===== config.mk =====
export PLATFORM = sky130hd
export DESIGN_NAME = rotator_load_sched
export DESIGN_NICKNAME = d
export VERILOG_FILES = /design/src/rtl/rotator_load_sched.sv
export SDC_FILE = /design/constraint.sdc
export NUM_CORES = 1
export LEC_CHECK = 0
export ABC_AREA = 1
export BUFFER_PORTS_ARGS = -buffer_cell sky130_fd_sc_hd__buf_4
export CELL_PAD_IN_SITES_DETAIL_PLACEMENT = 2
export CELL_PAD_IN_SITES_GLOBAL_PLACEMENT = 2
export CORE_ASPECT_RATIO = 1.1
export CORE_UTILIZATION = 39
export DETAILED_ROUTE_END_ITERATION = 10
export PLACE_DENSITY_LB_ADDON = 0.12
export SLEW_MARGIN = 20
export SYNTH_ARGS = -nofsm -noshare
export SYNTH_HDL_FRONTEND = slang
export SYNTH_SLANG_ARGS = --single-unit

===== constraint.sdc =====
create_clock -name clk -period 3.3 [get_ports clk]
set_input_delay 0.99 -clock clk [delete_from_list [all_inputs] [get_ports clk]]
set_output_delay 0.99 -clock clk [all_outputs]
set_load 0.01 [all_outputs]

===== src/rtl/rotator_load_sched.sv =====
// rotator_load_sched
//   Upstream feeder for an 8-bit rotate-left register stage. Bytes arrive
//   over a valid/ready handshake and are buffered in a small circular FIFO.
//   Each byte is sent to the rotator as a one-cycle load_en pulse carrying
//   load_data. The scheduler then waits HOLD_CYCLES rotate cycles so the
//   downstream stage can finish a full rotation before the next load.
//
//   Optional feature macro: ROTATOR_LOAD_SCHED_FLUSH_EN
//     When defined, the module gains a synchronous active-high flush input.
//     Flush empties the FIFO, returns the FSM to IDLE and clears load_en.
//     A push in the same cycle is dropped, and load_data keeps its value.
//     Reset takes priority over flush.
//
//   Ports:
//     clk        in   single clock; all logic on the rising edge
//     reset      in   synchronous, active-high reset
//     flush      in   synchronous FIFO/FSM flush (only with the macro)
//     in_valid   in   producer has a byte
//     in_ready   out  FIFO can accept (fifo_count < DEPTH)
//     in_data    in   producer byte
//     load_en    out  registered one-cycle load strobe to the rotator
//     load_data  out  registered byte for the rotator
//     busy       out  FSM is not IDLE
//     fifo_count out  number of bytes currently buffered
module rotator_load_sched #(
  parameter int DATA_W      = 8,
  parameter int DEPTH       = 4,
  parameter int HOLD_CYCLES = 8
) (
  input  logic                     clk,
  input  logic                     reset,
`ifdef ROTATOR_LOAD_SCHED_FLUSH_EN
  input  logic                     flush,
`endif
  input  logic                     in_valid,
  output logic                     in_ready,
  input  logic [DATA_W-1:0]        in_data,
  output logic                     load_en,
  output logic [DATA_W-1:0]        load_data,
  output logic                     busy,
  output logic [$clog2(DEPTH):0]   fifo_count
);

  localparam int PTR_W = $clog2(DEPTH);
  // One spare code so that HOLD_CYCLES = 1 still gives a non-zero width.
  localparam int CNT_W = $clog2(HOLD_CYCLES + 1);

  localparam logic [PTR_W:0]   FULL_CNT = (PTR_W + 1)'(DEPTH);
  localparam logic [CNT_W-1:0] HOLD_M1  = CNT_W'(HOLD_CYCLES - 1);

  localparam logic [1:0] IDLE   = 2'd0;
  localparam logic [1:0] LOAD   = 2'd1;
  localparam logic [1:0] ROTATE = 2'd2;

  logic [1:0]        state;
  logic [CNT_W-1:0]  hold_cnt;
  logic [PTR_W-1:0]  wr_ptr;
  logic [PTR_W-1:0]  rd_ptr;
  logic [DATA_W-1:0] mem [DEPTH];

  logic flush_i;
  logic push;
  logic pop;
  logic load_slot;

`ifdef ROTATOR_LOAD_SCHED_FLUSH_EN
  assign flush_i = flush;
`else
  assign flush_i = 1'b0;
`endif

  // in_ready comes only from the registered count, with no path from in_valid.
  assign in_ready = (fifo_count < FULL_CNT);
  assign busy     = (state != IDLE);

  // A load may start from IDLE, or when the rotate hold has expired.
  always_comb begin
    load_slot = 1'b0;
    if (state == IDLE) begin
      load_slot = 1'b1;
    end else if (state == ROTATE && hold_cnt == '0) begin
      load_slot = 1'b1;
    end
  end

  assign push = in_valid && in_ready && !flush_i;
  assign pop  = load_slot && (fifo_count != '0) && !flush_i;

  // Storage array. It needs no reset because the pointers define validity.
  always_ff @(posedge clk) begin
    if (push) begin
      mem[wr_ptr] <= in_data;
    end
  end

  // FIFO pointers and occupancy. DEPTH is a power of two, so the pointers
  // wrap naturally.
  always_ff @(posedge clk) begin
    if (reset || flush_i) begin
      wr_ptr     <= '0;
      rd_ptr     <= '0;
      fifo_count <= '0;
    end else begin
      if (push) begin
        wr_ptr <= wr_ptr + 1'b1;
      end
      if (pop) begin
        rd_ptr <= rd_ptr + 1'b1;
      end
      case ({push, pop})
        2'b10:   fifo_count <= fifo_count + 1'b1;
        2'b01:   fifo_count <= fifo_count - 1'b1;
        default: fifo_count <= fifo_count;
      endcase
    end
  end

  // Scheduler FSM with registered load outputs.
  always_ff @(posedge clk) begin
    if (reset) begin
      state     <= IDLE;
      hold_cnt  <= '0;
      load_en   <= 1'b0;
      load_data <= '0;
    end else if (flush_i) begin
      // load_data intentionally keeps the last byte issued.
      state    <= IDLE;
      hold_cnt <= '0;
      load_en  <= 1'b0;
    end else begin
      case (state)
        IDLE: begin
          load_en <= 1'b0;
          if (pop) begin
            state     <= LOAD;
            load_en   <= 1'b1;
            load_data <= mem[rd_ptr];
          end
        end
        LOAD: begin
          state    <= ROTATE;
          load_en  <= 1'b0;
          hold_cnt <= HOLD_M1;
        end
        ROTATE: begin
          load_en <= 1'b0;
          if (hold_cnt != '0) begin
            hold_cnt <= hold_cnt - 1'b1;
          end else if (pop) begin
            state     <= LOAD;
            load_en   <= 1'b1;
            load_data <= mem[rd_ptr];
          end else begin
            state <= IDLE;
          end
        end
        default: begin
          state   <= IDLE;
          load_en <= 1'b0;
        end
      endcase
    end
  end

endmodule


# After elaboration in Yosys (flattened, before gate mapping)
# Memory sizes are Yosys's and may differ from the RTL's. A register that Yosys moved wholly into a read port is not among the register bits.
# Cells that the tools add are included.
# W data, S select, Z words.
dict set report classes {
  n_eq_ne 7
  order_cmp 1
  mux 19
  addsub 5
  reduce_logical 14
}
# cell n
set op_table {}
lappend op_table {{$mux W8} 2}
lappend op_table {{$pmux W8 S2} 1}
lappend op_table {{$mux W2} 4}
lappend op_table {{$pmux W4 S2} 1}
lappend op_table {{$reduce_bool A2 Y1} 4}
lappend op_table {{$mux W1} 7}
lappend op_table {{$pmux W2 S3} 1}
lappend op_table {{$pmux W3 S2} 1}
lappend op_table {{$reduce_and A2 Y1} 3}
lappend op_table {{$add A2 B1 Y2 const B} 2}
lappend op_table {{$eq A2 B1 Y1 const B} 2}
lappend op_table {{$eq A2 B2 Y1 const B} 2}
lappend op_table {{$logic_not A4 Y1} 1}
lappend op_table {{$mux W4} 1}
lappend op_table {{$ne A2 B2 Y1 const B} 2}
lappend op_table {{$reduce_bool A4 Y1} 1}
lappend op_table {{$sub A4 B1 Y4 const B} 1}
lappend op_table {{$add A3 B1 Y3 const B} 1}
lappend op_table {{$logic_and A1 B1 Y1} 3}
lappend op_table {{$lt A3 B3 Y1 const B} 1}
lappend op_table {{$reduce_bool A3 Y1} 1}
lappend op_table {{$sub A3 B1 Y3 const B} 1}
lappend op_table {{$logic_not A2 Y1} 1}
lappend op_table {{$ne A2 B1 Y1 const B} 1}
lappend op_table {{$pmux W1 S2} 1}
dict set report word_totals {
  input_bits 11
  memories 1
  register_bits 22
  ramBits 32
  word_cells 54
  out_inout_bits 14
}
# memory words word_bits read_ports rd_ports_with_merged_regs wr line
set memory_table {}
lappend memory_table {mem 4 8 1 1 1 59} ;# logic [DATA_W-1:0] mem [DEPTH];

# Longest topological paths before layout
# Gate-level depths: netlist of the first run.
dict set report logic_depth {
  depth_word 8
  mapped_depth 15
  mapped_depth_nobuf 14
}

# Worst setup path before layout of the first run
# OpenSTA, ideal clock, no wires.
dict set report synth_timing {
  path_kind {in2reg}
  from {input in_valid}
  to {register fifo_count[2]}
  setup_ns 0.126
  path_slack_ns 1.076
  t_required_ns 3.174
  arrival_ns 2.098
  cell_stages 8
  n_path_buf 0
  path_cell_list {nand2_1 -> ha_1 -> inv_1 -> fa_1 -> nand2_1 -> nand3_1 -> o21ai_0 -> a21oi_1}
}
dict set report synth_between {
  elab_chain_cells 3
  elab_cells_between_ends 5
  cone_classes {2 x eq/ne; 1 x mux; 2 x reduce/logical}
}
# element line
set synth_rtl {}
lappend synth_rtl {{start: declaration} 35} ;# input logic in_valid,
lappend synth_rtl {{$logic_and A1 B1 Y1 *} 86} ;# assign push = in_valid && in_ready && !flush_i;
lappend synth_rtl {{$eq A2 B1 Y1 or $eq A2 B2 Y1 (tied branches)} 110} ;# case ({push, pop})
lappend synth_rtl {{$pmux W3 S2 or $reduce_bool A2 Y1 (tied branches)} n/a}
lappend synth_rtl {{end signal: assignment} 111} ;# 2'b10: fifo_count <= fifo_count + 1'b1;
lappend synth_rtl {{end signal: assignment} 112} ;# 2'b01: fifo_count <= fifo_count - 1'b1;
lappend synth_rtl {{end signal: assignment} 113} ;# default: fifo_count <= fifo_count;
lappend synth_rtl {{end: declaration} 41} ;# output logic [$clog2(DEPTH):0] fifo_count
# Mark *: on every way between the ends. The rest lies on a longest branch, timed or not.
# A chain may end at the register's enable or synchronous reset.

# Final worst setup path of the first run
dict set report layout_timing {
  from {register hold_cnt[0]}
  to {register fifo_count[2]}
}
dict set report layout_between {
  elab_chain_cells 7
  elab_cells_between_ends 9
  cone_classes {2 x eq/ne; 3 x mux; 4 x reduce/logical}
}
# element line
set layout_rtl {}
lappend layout_rtl {{start: declaration} 56} ;# logic [CNT_W-1:0] hold_cnt;
lappend layout_rtl {{start signal: assignment} 148} ;# hold_cnt <= hold_cnt - 1'b1;
lappend layout_rtl {{$logic_not A4 Y1 *} 81} ;# end else if (state == ROTATE && hold_cnt == '0) begin
lappend layout_rtl {{$logic_and A1 B1 Y1 *} 81}
lappend layout_rtl {{$mux W1 *} 81}
lappend layout_rtl {{$mux W1 *} 79} ;# if (state == IDLE) begin
lappend layout_rtl {{$logic_and A1 B1 Y1 *} 87} ;# assign pop = load_slot && (fifo_count != '0) && !flush_i;
lappend layout_rtl {{via pop} 63} ;# logic pop;
lappend layout_rtl {{$eq A2 B1 Y1 or $eq A2 B2 Y1 (tied branches)} 110}
lappend layout_rtl {{$pmux W3 S2 or $reduce_bool A2 Y1 (tied branches)} n/a}
# The timed path passes the listed nets; every way through them passes the cells marked *.

==> qor.yml, run 1 <==
status:
  status: "finished clean"
logic_synthesis:
  synth.largest_area_cell: "edfxtp_1"
  synthCells: 246
  synthArstFlopShare_pct: 0
  yosys_warnings: 0
  synth_edf_count: 32
  yosys.area.top_type_share_pct: 40.7
  synth_ff_type: "edfxtp_1"
  ys_ff_latch: 56
  avgSynthCellArea_um2: 9.59
  ys_top_cells_by_area: "edfxtp_1 (41%), dfxtp_1 (20%), nor2_1 (8.3%)"
  syn-num-nets: 265
  syn_area_um2: 2360
  yosys.cell_types.count: 23
  yosysSeqAreaShare_pct: 61.1
drt:
  via_count: 1684
  drc: 0
  antenna_left: 0
  totalWireLength_um: 5110
  dr.first_iter.drc_count: 39
  dr.pass1.iters: 4
  viasPerCell: 4.78
  wl_per_cell_um: 14.5
power:
  combPwrFrac_pct: 39.7
  p_int_mw: 1.49
  clkPwrFrac_pct: 18.0
  switchingPower_uw: 952
  power_density_nw_per_um2: 901
  switching_share_pct: 38.9
  power.total_mw: 2.45
  seqPwrFrac_pct: 42.4
  ir_drop_mv: 0.280
  leakagePower_nw: 1.14
worst_setup_path:
  crit_path_frequent_cell: "nand2_1"
  cp-start-kind: "flop"
  path_cells: "inv_1 > ha_1 > nand2_1 > nand2_1 > nand2_1 > buf_4 > inv_2 > ha_1 > inv_1 > fa_1 > nand2_1 > nand3_1 > o21ai_0 > a21oi_1"
  ff2ff_setup_slack_ns: 0.91
  critPathMaxFanout: 20
  path_class: "flop to flop"
  endpoint_kind: "flop"
  worst-r2r-cell-count: 14
  critPathArrivalTime_ns: 2.60
  worstPathBufferInverterCount: 4
  r2r_start: "hold_cnt[0]"
  required_ns: 3.50
  slowest_delay_ns: 0.39
  reg2reg_to: "fifo_count[2]"
  cpMaxStageDelayCell: "fa_1"
  cp_top_family: "adder cells"
die:
  core_area_um2: 5810
  fp-row-count: 29
  num_io_pins: 25
  die-area_um2: 6370
  start_util_pct: 40.6
  die_h_um: 83.6
  die_w_um: 76.2
job:
  maxCapViolCount: 0
clock_tree:
  cts_sinks: 56
  cts_max_level: 2
  cts_resized: 0
  clockBufferDepth: 2
  cts_setup_buffers: 0
  cts_inserted_buffers: 5
  cts_hold_buffers: 0
  clock-root-buffer: "clkbuf_8"
  clk_pin_slew_ns: 0.10
  clk_latency_ns: 0.31
  cts_tree: "built"
timing:
  finalCritPeriodShare_pct: 72.5
  hold_violations: 0
  setup_viol: 0
  clock_skew_ns: 0.0106
  slew_headroom_pct: 51.6
  max_freq_mhz: 418
  worst_pin_slew_ns: 0.724
  slew_viol_final: 0
  setup-tns-final_ns: 0
  hold_slack_ns: 0.508
  rsz0062_at_grt: "false"
  min_period_ns: 2.39
worst_hold_path:
  hold_end: "hold_cnt[1]"
  min_delay_path_depth: 2
  hp-start: "hold_cnt[1]"
  worstHoldPathType: "flop to flop"
global_route:
  antenna_found_initial: 0
  grtUsageTotal_pct: 18.0
  grt_pass1_vias: 1789
  grt.overflow.total: 0
  grt_max_degree: 21
  grt_pass1_wl_um: 8730
layout:
  n_antenna_cell: 0
  fin_util_pct: 46.8
  drive_gt1_share_pct: 17.8
  layout.nets: 293
  nFillCells: 649
  finalNonFillerCells: 352
  syn2layout_area_growth_pct: 15.1
place:
  hpwl_um: 3460
  place_inst: 344
  gp_congestion: 0.708
  io_buffers: 24
[power by group through the flow]
stage	Combinational [mW]	Sequential [mW]	Clock, mW
floorplan	0.708	1.02	0
global placement	0.921	1.05	0
detailed placement	0.961	1.06	0
CTS	0.994	1.04	0.459
global route	1.11	1.07	0.485
finish	0.971	1.04	0.439
[cell type report]
type,count,area [um^2],area share (%)
timing repair buffer,28,210,7.74
multi-input combinational,155,752,27.7
inverter,28,108,3.96
clock inverter,2,35.0,1.29
tap,77,96.3,3.55
sequential,56,1440,53.1
clock buffer,6,72.6,2.67
[layout by cell type (no fill, tap or decap)]
master     netlist  final
xor2_1           1      1
nor3_1           1      1
o21ai_1          5      5
ha_1             7      7
buf_4            2     28
nand3_1          7      7
nand2_2          1      1
edfxtp_1        32     32
fa_1             1      1
inv_2            1      1
bufinv_16        0      1
or2_2            8      8
nor2_1          52     52
inv_4            1      1
or2_0            2      2
clkbuf_8         0      5
inv_1           26     26
clkinv_2         0      1
nand2_1         40     40
nor2_2           2      2
clkbuf_1         0      1
o21ai_0         17     17
a21oi_2          1      1
dfxtp_1         24     24
a21oi_1         10     10
[cells by family after synthesis]
logic type,count (synthesis),synth area share [%]
simple gates,113,19.8
fa+ha+maj,8,4.56
compound gates,33,7.16
buf+inv,35,7.05
flops,56,61.1
xor+xnor,1,0.371
[registers in the layout, indices dropped and copies added (netlist names), named ones only]
name and cells:
state 2, fifo_count 3, rd_ptr 2, wr_ptr 2
hold_cnt 4, load_data 8, load_en 1, mem 32
[worst max path at each step]
| stage | endpoint | startpoint | cells past startpoint | slack, ns |
|---|---|---|---|---|
| floorplan | fifo_count[2] | in_valid | 8 | 1.08 |
| global placement | fifo_count[2] | in_valid | 9 | 0.86 |
| detailed placement | fifo_count[2] | in_valid | 9 | 0.78 |
| CTS | fifo_count[2] | hold_cnt[0] | 14 | 0.89 |
| global route | fifo_count[2] | hold_cnt[0] | 14 | 0.69 |
| finish | fifo_count[2] | hold_cnt[0] | 14 | 0.91 |
[worst reg2reg max path, stage by stage (launching register included)]
cell and delay [ns]:
dfxtp_1 0.32, inv_1 0.12, ha_1 0.16, nand2_1 0.08, nand2_1 0.12, nand2_1 0.07, buf_4 0.21, inv_2 0.08
ha_1 0.16, inv_1 0.08, fa_1 0.39, nand2_1 0.10, nand3_1 0.12, o21ai_0 0.23, a21oi_1 0.07
[cells in the mapped netlist, types with 2 or more instances]
| cell | count |
|---|---|
| a21oi_1 | 10 |
| buf_2 | 2 |
| buf_4 | 2 |
| buf_6 | 3 |
| dfxtp_1 | 24 |
| edfxtp_1 | 32 |
| ha_1 | 7 |
| inv_1 | 26 |
| nand2_1 | 40 |
| nand3_1 | 7 |
| nor2_1 | 52 |
| nor2_2 | 2 |
| o21ai_0 | 17 |
| o21ai_1 | 5 |
| or2_0 | 2 |
| or2_2 | 8 |
[through the flow]
stage,setup slack [ns],cell area [um^2]
after floorplan,1.08,2360
final,0.909,2720
after global routing,0.693,2720
after detailed placement,0.783,2610
after global placement,0.856,2610
after CTS,0.891,2720
[per-layer routing]
metal / global-route usage (%) / up-vias / wire, um / part of all wire, %
li1: - / 840 / - / -
met1: 21.1 / 817 / 2260 / 44
met2: 32.8 / 22 / 2680 / 52
met3: 3.28 / 5 / 118 / 2.3
met4: 6.29 / 0 / 51 / 1.0
met5: 0 / - / 0 / 0
Power figures use the tool's default switching activity.
==> run 2, diff against run 1 <==
--- a/config.mk
+++ b/config.mk
@@ -10,7 +10,7 @@
 export CELL_PAD_IN_SITES_DETAIL_PLACEMENT = 2
 export CELL_PAD_IN_SITES_GLOBAL_PLACEMENT = 2
 export CORE_ASPECT_RATIO = 1.1
-export CORE_UTILIZATION = 39
+export CORE_UTILIZATION = 33
 export DETAILED_ROUTE_END_ITERATION = 10
 export PLACE_DENSITY_LB_ADDON = 0.12
 export SLEW_MARGIN = 20
==> constraint.sdc (replaced) <==
create_clock -name clk -period 2 [get_ports clk]
set_input_delay 0.6 -clock clk [delete_from_list [all_inputs] [get_ports clk]]
set_output_delay 0.6 -clock clk [all_outputs]
set_load 0.01 [all_outputs]
==> run 2 against run 1 <==
Register-to-register slack got worse by 0.79 ns. First-iteration DRC count shrank 49%. Combinational power grew 84%. Sequential cell count unchanged. Clock power is 47% higher. Critical endpoint unchanged. Sequential power is 61% higher. Global-route usage is 3.7 points lower. Die area up 18%. Via count is 0.12% higher. Largest power group is now combinational logic.
==> qor.yml, run 2 (synthesis gave the netlist of run 1 again) <==
clock_tree:
  cts_tree: "built"
  cts_max_level: 2
  clk_latency_ns: 0.31
  cts_inserted_buffers: 5
  clockBufferDepth: 2
  clock-root-buffer: "clkbuf_8"
  clk_pin_slew_ns: 0.11
  cts_sinks: 56
layout:
  fin_util_pct: 41.7
  reg_top3: "mem x32, load_data x8, hold_cnt x4"
  regMostFlops: "mem"
  largest_reg_flops: 32
  regArea_um2: 1440
  drive_gt1_share_pct: 24.6
  n_antenna_cell: 0
  nFillCells: 748
  layout_commonest_cell: "nor2_1"
  multi_input_area_um2: 786
  layout_common_cells: "nor2_1 (52), nand2_1 (37), buf_4 (37)"
  layout.nets: 302
  syn2layout_area_growth_pct: 19.1
timing:
  setup-tns-final_ns: 0
  max_freq_mhz: 530
  setup_viol: 0
  slew_headroom_pct: 66.5
  slew_viol_final: 0
  hold_violations: 0
  rsz0062_at_grt: "false"
  worst_pin_slew_ns: 0.501
  clock_skew_ns: 0.00971
  min_period_ns: 1.89
  finalCritPeriodShare_pct: 94.3
die:
  start_util_pct: 35.0
  die_h_um: 90.7
  core_area_um2: 6750
  die-area_um2: 7490
  num_io_pins: 25
  die_w_um: 82.6
  fp-row-count: 31
global_route:
  antenna_found_initial: 0
  grtUsageTotal_pct: 14.3
  grt.overflow.total: 0
  grt_max_degree: 20
  grt_pass1_vias: 1746
  grt_pass1_wl_um: 8090
drt:
  antenna_left: 0
  dr.pass1.iters: 3
  drc: 0
  via_count: 1686
  viasPerCell: 4.61
  dr.first_iter.drc_count: 20
  wl_per_cell_um: 13.8
  totalWireLength_um: 5040
worst_setup_path:
  slowest_delay_ns: 0.34
  worstPathBufferInverterCount: 3
  critPathArrivalTime_ns: 2.09
  path_cells: "inv_1 > ha_2 > nand2_2 > nand2_2 > nand2_2 > inv_2 > ha_4 > inv_1 > fa_2 > nand2_1 > nand3_2 > o21ai_2 > a21oi_1"
  cp-start-kind: "flop"
  cpMaxStageDelayCell: "dfxtp_2"
  crit_path_frequent_cell: "nand2_2"
  path_class: "flop to flop"
  required_ns: 2.20
  endpoint_kind: "flop"
  critPathMaxFanout: 3
  cp_top_family: "adder cells"
power:
  power_density_nw_per_um2: 1460
  power.total_mw: 4.11
  combPwrFrac_pct: 43.6
  seqPwrFrac_pct: 40.7
  ir_drop_mv: 0.631
  p_int_mw: 2.46
  clkPwrFrac_pct: 15.7
  switching_share_pct: 40.1
  leakagePower_nw: 1.17
  switchingPower_mw: 1.65
worst_hold_path:
  worstHoldPathType: "input pin to flop"
place:
  hpwl_um: 3650
  io_buffers: 24
  gp_congestion: 0.743
job:
  maxCapViolCount: 0
status:
  status: "finished clean"
-- run 2: cell types whose count changed in the layout (fill, tap and decap cells not counted), sizes merged --
cell	change
clkinvlp	+1
buf	+9
inv	+2
clkinv	-1
bufinv	-1
clkbuf	-1
-- run 2: path summary, 6_finish.rpt --
kind	startpoint	to	slack [ns]	depth (start not counted)
setup / recovery	hold_cnt[1]	fifo_count[2]	0.11	13
hold / removal	in_data[7]	mem[0][7]	0.48	1
setup reg to reg	hold_cnt[1]	fifo_count[2]	0.11	13
hold reg to reg	load_data[4]	load_data[4]	0.52	4
-- run 2: area by class of cell --
type / instances / area share, %
Timing Repair Buffer: 37 / 9.88
Sequential cell: 56 / 51.4
Multi-Input combinational cell: 155 / 27.9
Clock inverter: 3 / 0.890
Tap cell: 82 / 3.65
Clock buffer: 5 / 2.45
Inverter: 28 / 3.83
-- run 2: stage by stage --
step	instance area [um^2]	hold slack [ns]	setup slack, ns	cells
2_1_floorplan	2360	0.457	0.0544	246
3_3_place_gp	2660	0.481	0.111	355
3_5_place_dp	2660	0.490	-0.0279	355
4_1_cts	2760	0.469	0.00399	363
5_1_grt	2810	0.466	0.0108	366
6_report	2810	0.481	0.115	366
-- run 2: metal layers --
layer	share of wire [%]	global-route usage, %	up-vias
li1	-	-	856
met1	46	18.2	809
met2	51	24.4	17
met3	2.2	3.03	4
met4	1.0	3.45	0
met5	0	0	-
-- run 2: power by group through the flow --
stage                     clock [mW]  sequential (mW)  combinational [mW]
final                          0.647             1.67                1.79
after detailed placement           0             1.70                1.71
after floorplan                    0             1.68                1.17
after global routing           0.710             1.72                2.07
after global placement             0             1.69                1.65
after CTS                      0.679             1.68                1.74
-- run 2: what timing repair did --
item / in CTS / in global routing
buffers inserted: 0 / 3
gates resized for setup: 3 / 10
hold buffers: 0 / 0
pin swaps: 0 / 2
setup endpoints to repair: 1 / 1
==> run 3, diff against run 2 <==
==> constraint.sdc (replaced) <==
create_clock -name clk -period 1.7 [get_ports clk]
set_input_delay 0.51 -clock clk [delete_from_list [all_inputs] [get_ports clk]]
set_output_delay 0.51 -clock clk [all_outputs]
set_load 0.01 [all_outputs]
==> run 3 against run 2 <==
The run now ends with negative setup slack left. First-iteration DRC count is 110% higher. Critical path depth stayed put. Core utilization is 2.1 points higher. Non-clock buffer count is 12 higher. Register-to-register slack worse by 0.18 ns. Routed wire length is 3.0% higher. Largest power group unchanged.
==> qor.yml, run 3 (synthesis gave the netlist of run 1 again) <==
status:
  status: "complete, but fails checks"
  violations: "negative setup slack"
clock_tree:
  cts_tree: "built"
  clk_latency_ns: 0.31
  cts_sinks: 56
  clockBufferDepth: 2
  clock-root-buffer: "clkbuf_8"
  cts_inserted_buffers: 5
  cts_max_level: 2
  clk_pin_slew_ns: 0.11
drt:
  wl_per_cell_um: 13.7
  antenna_left: 0
  viasPerCell: 4.53
  drc: 0
  totalWireLength_um: 5190
  dr.first_iter.drc_count: 41
  dr.pass1.iters: 2
  via_count: 1712
power:
  clkPwrFrac_pct: 14.4
  switchingPower_mw: 2.05
  p_int_mw: 3.14
  ir_drop_mv: 0.640
  leakagePower_nw: 1.25
  switching_share_pct: 39.5
  combPwrFrac_pct: 47.6
  power_density_nw_per_um2: 1760
  seqPwrFrac_pct: 38.0
place:
  placed_cell_area_um2: 2770
  gp_congestion: 0.687
  hpwl_um: 3820
  place_inst: 364
  io_buffers: 24
global_route:
  grtUsageTotal_pct: 15.9
  grt_max_degree: 20
  grt.overflow.total: 0
  antenna_found_initial: 0
  grt_pass1_wl_um: 8800
  grt_pass1_vias: 1810
layout:
  largest_reg_flops: 32
  layout_common_cells: "nor2_1 (51), buf_4 (47), nand2_1 (35)"
  regMostFlops: "mem"
  reg_top3: "mem x32, load_data x8, hold_cnt x4"
  drive_gt1_share_pct: 31.8
  stdcell_area_um2: 2950
  n_antenna_cell: 0
  finalNonFillerCells: 378
  layout.nets: 314
  layout_commonest_cell: "nor2_1"
  syn2layout_area_growth_pct: 25.1
timing:
  min_period_ns: 1.76
  slew_headroom_pct: 64.5
  setup-tns-final_ns: -0.0613
  fin_ws_ns: -0.0613
  max_freq_mhz: 568
  hold_violations: 0
  clock_skew_ns: 0.00639
  hold_slack_ns: 0.389
  slew_viol_final: 0
  worst_pin_slew_ns: 0.532
  setup_viol: 1
  finalCritPeriodShare_pct: 104
  rsz0062_at_grt: "true"
job:
  maxCapViolCount: 0
worst_setup_path:
  critPathMaxFanout: 2
  path_class: "flop to flop"
  required_ns: 1.91
  critPathArrivalTime_ns: 1.97
  cp-start-kind: "flop"
  endpoint_kind: "flop"
die:
  fp-row-count: 31
  start_util_pct: 35.0
  die_w_um: 82.6
  core_area_um2: 6750
  die-area_um2: 7490
  num_io_pins: 25
  die_h_um: 90.7
worst_hold_path:
  worstHoldPathType: "input pin to flop"
==> run 3: cell types whose count changed in the layout (fill, tap and decap cells not counted), sizes merged <==
cell,delta
buf,+12
clkinv,+2
clkinvlp,-1
inv,-1
==> run 3: layout make-up <==
type / instances / area (um^2)
Multi-Input combinational cell: 155 / 822
Fill cell: 733 / 3800
Clock inverter: 3 / 22.5
Timing Repair Buffer: 49 / 375
Inverter: 28 / 113
Clock buffer: 5 / 68.8
Sequential cell: 56 / 1450
Tap cell: 82 / 103
==> run 3: path summary, 6_finish.rpt <==
| path | start | to | slack, ns | cells after the start |
|---|---|---|---|---|
| setup / recovery | hold_cnt[0] | fifo_count[2] | -0.06 | 13 |
| hold / removal | in_data[3] | mem[0][3] | 0.39 | 1 |
| setup reg to reg | hold_cnt[0] | fifo_count[2] | -0.06 | 13 |
| hold reg to reg | rd_ptr[1] | flop | 0.51 | 2 |
==> run 3: critical path, cell delays in order, from the launching register on <==
cell	delay, ns
dfxtp_2	0.34
inv_2	0.07
ha_4	0.14
nand2_4	0.05
nand2_4	0.07
nand2_4	0.05
inv_4	0.07
ha_4	0.14
inv_4	0.04
fa_2	0.37
nand2_2	0.07
nand3_2	0.09
o21ai_2	0.11
a21oi_1	0.05
==> run 3: power by group through the flow <==
| stage | logic [mW] | registers (mW) | clock network (mW) |
|---|---|---|---|
| after CTS | 2.36 | 1.97 | 0.785 |
| after global routing | 2.82 | 2.03 | 0.825 |
| after detailed placement | 2.26 | 2.00 | 0 |
| after floorplan | 1.47 | 1.99 | 0 |
| final | 2.47 | 1.97 | 0.750 |
| after global placement | 2.16 | 1.98 | 0 |
==> run 3: what timing repair did <==
item | in CTS | in global routing
endpoints found under the hold margin | 0 | 0
setup endpoints to repair | 3 | 3
hold buffers | 0 | 0
pin swaps | 4 | 3
buffers inserted | 3 | 3
resized for setup | 3 | 12
==> run 3: metrics by stage <==
| stage | setup WS (ns) | util, % | total power, mW |
|---|---|---|---|
| detailed placement | -0.104 | 41.0 | 4.26 |
| floorplan | -0.0742 | - | 3.46 |
| finish | -0.0613 | 43.8 | 5.19 |
| CTS | -0.0529 | 42.9 | 5.11 |
| global placement | -0.0157 | 41.0 | 4.14 |
| global route | -0.160 | 43.8 | 5.67 |
==> run 3: metal layers <==
layer | routed length, um | vias to the layer above | global-route usage (%) | share of wire, %
li1 | - | 880 | - | -
met2 | 2620 | 21 | 26.1 | 51
met1 | 2340 | 802 | 20.0 | 45
met3 | 128 | 9 | 3.64 | 2.5
met5 | 0 | - | 0 | 0
met4 | 91 | 0 | 5.75 | 1.8
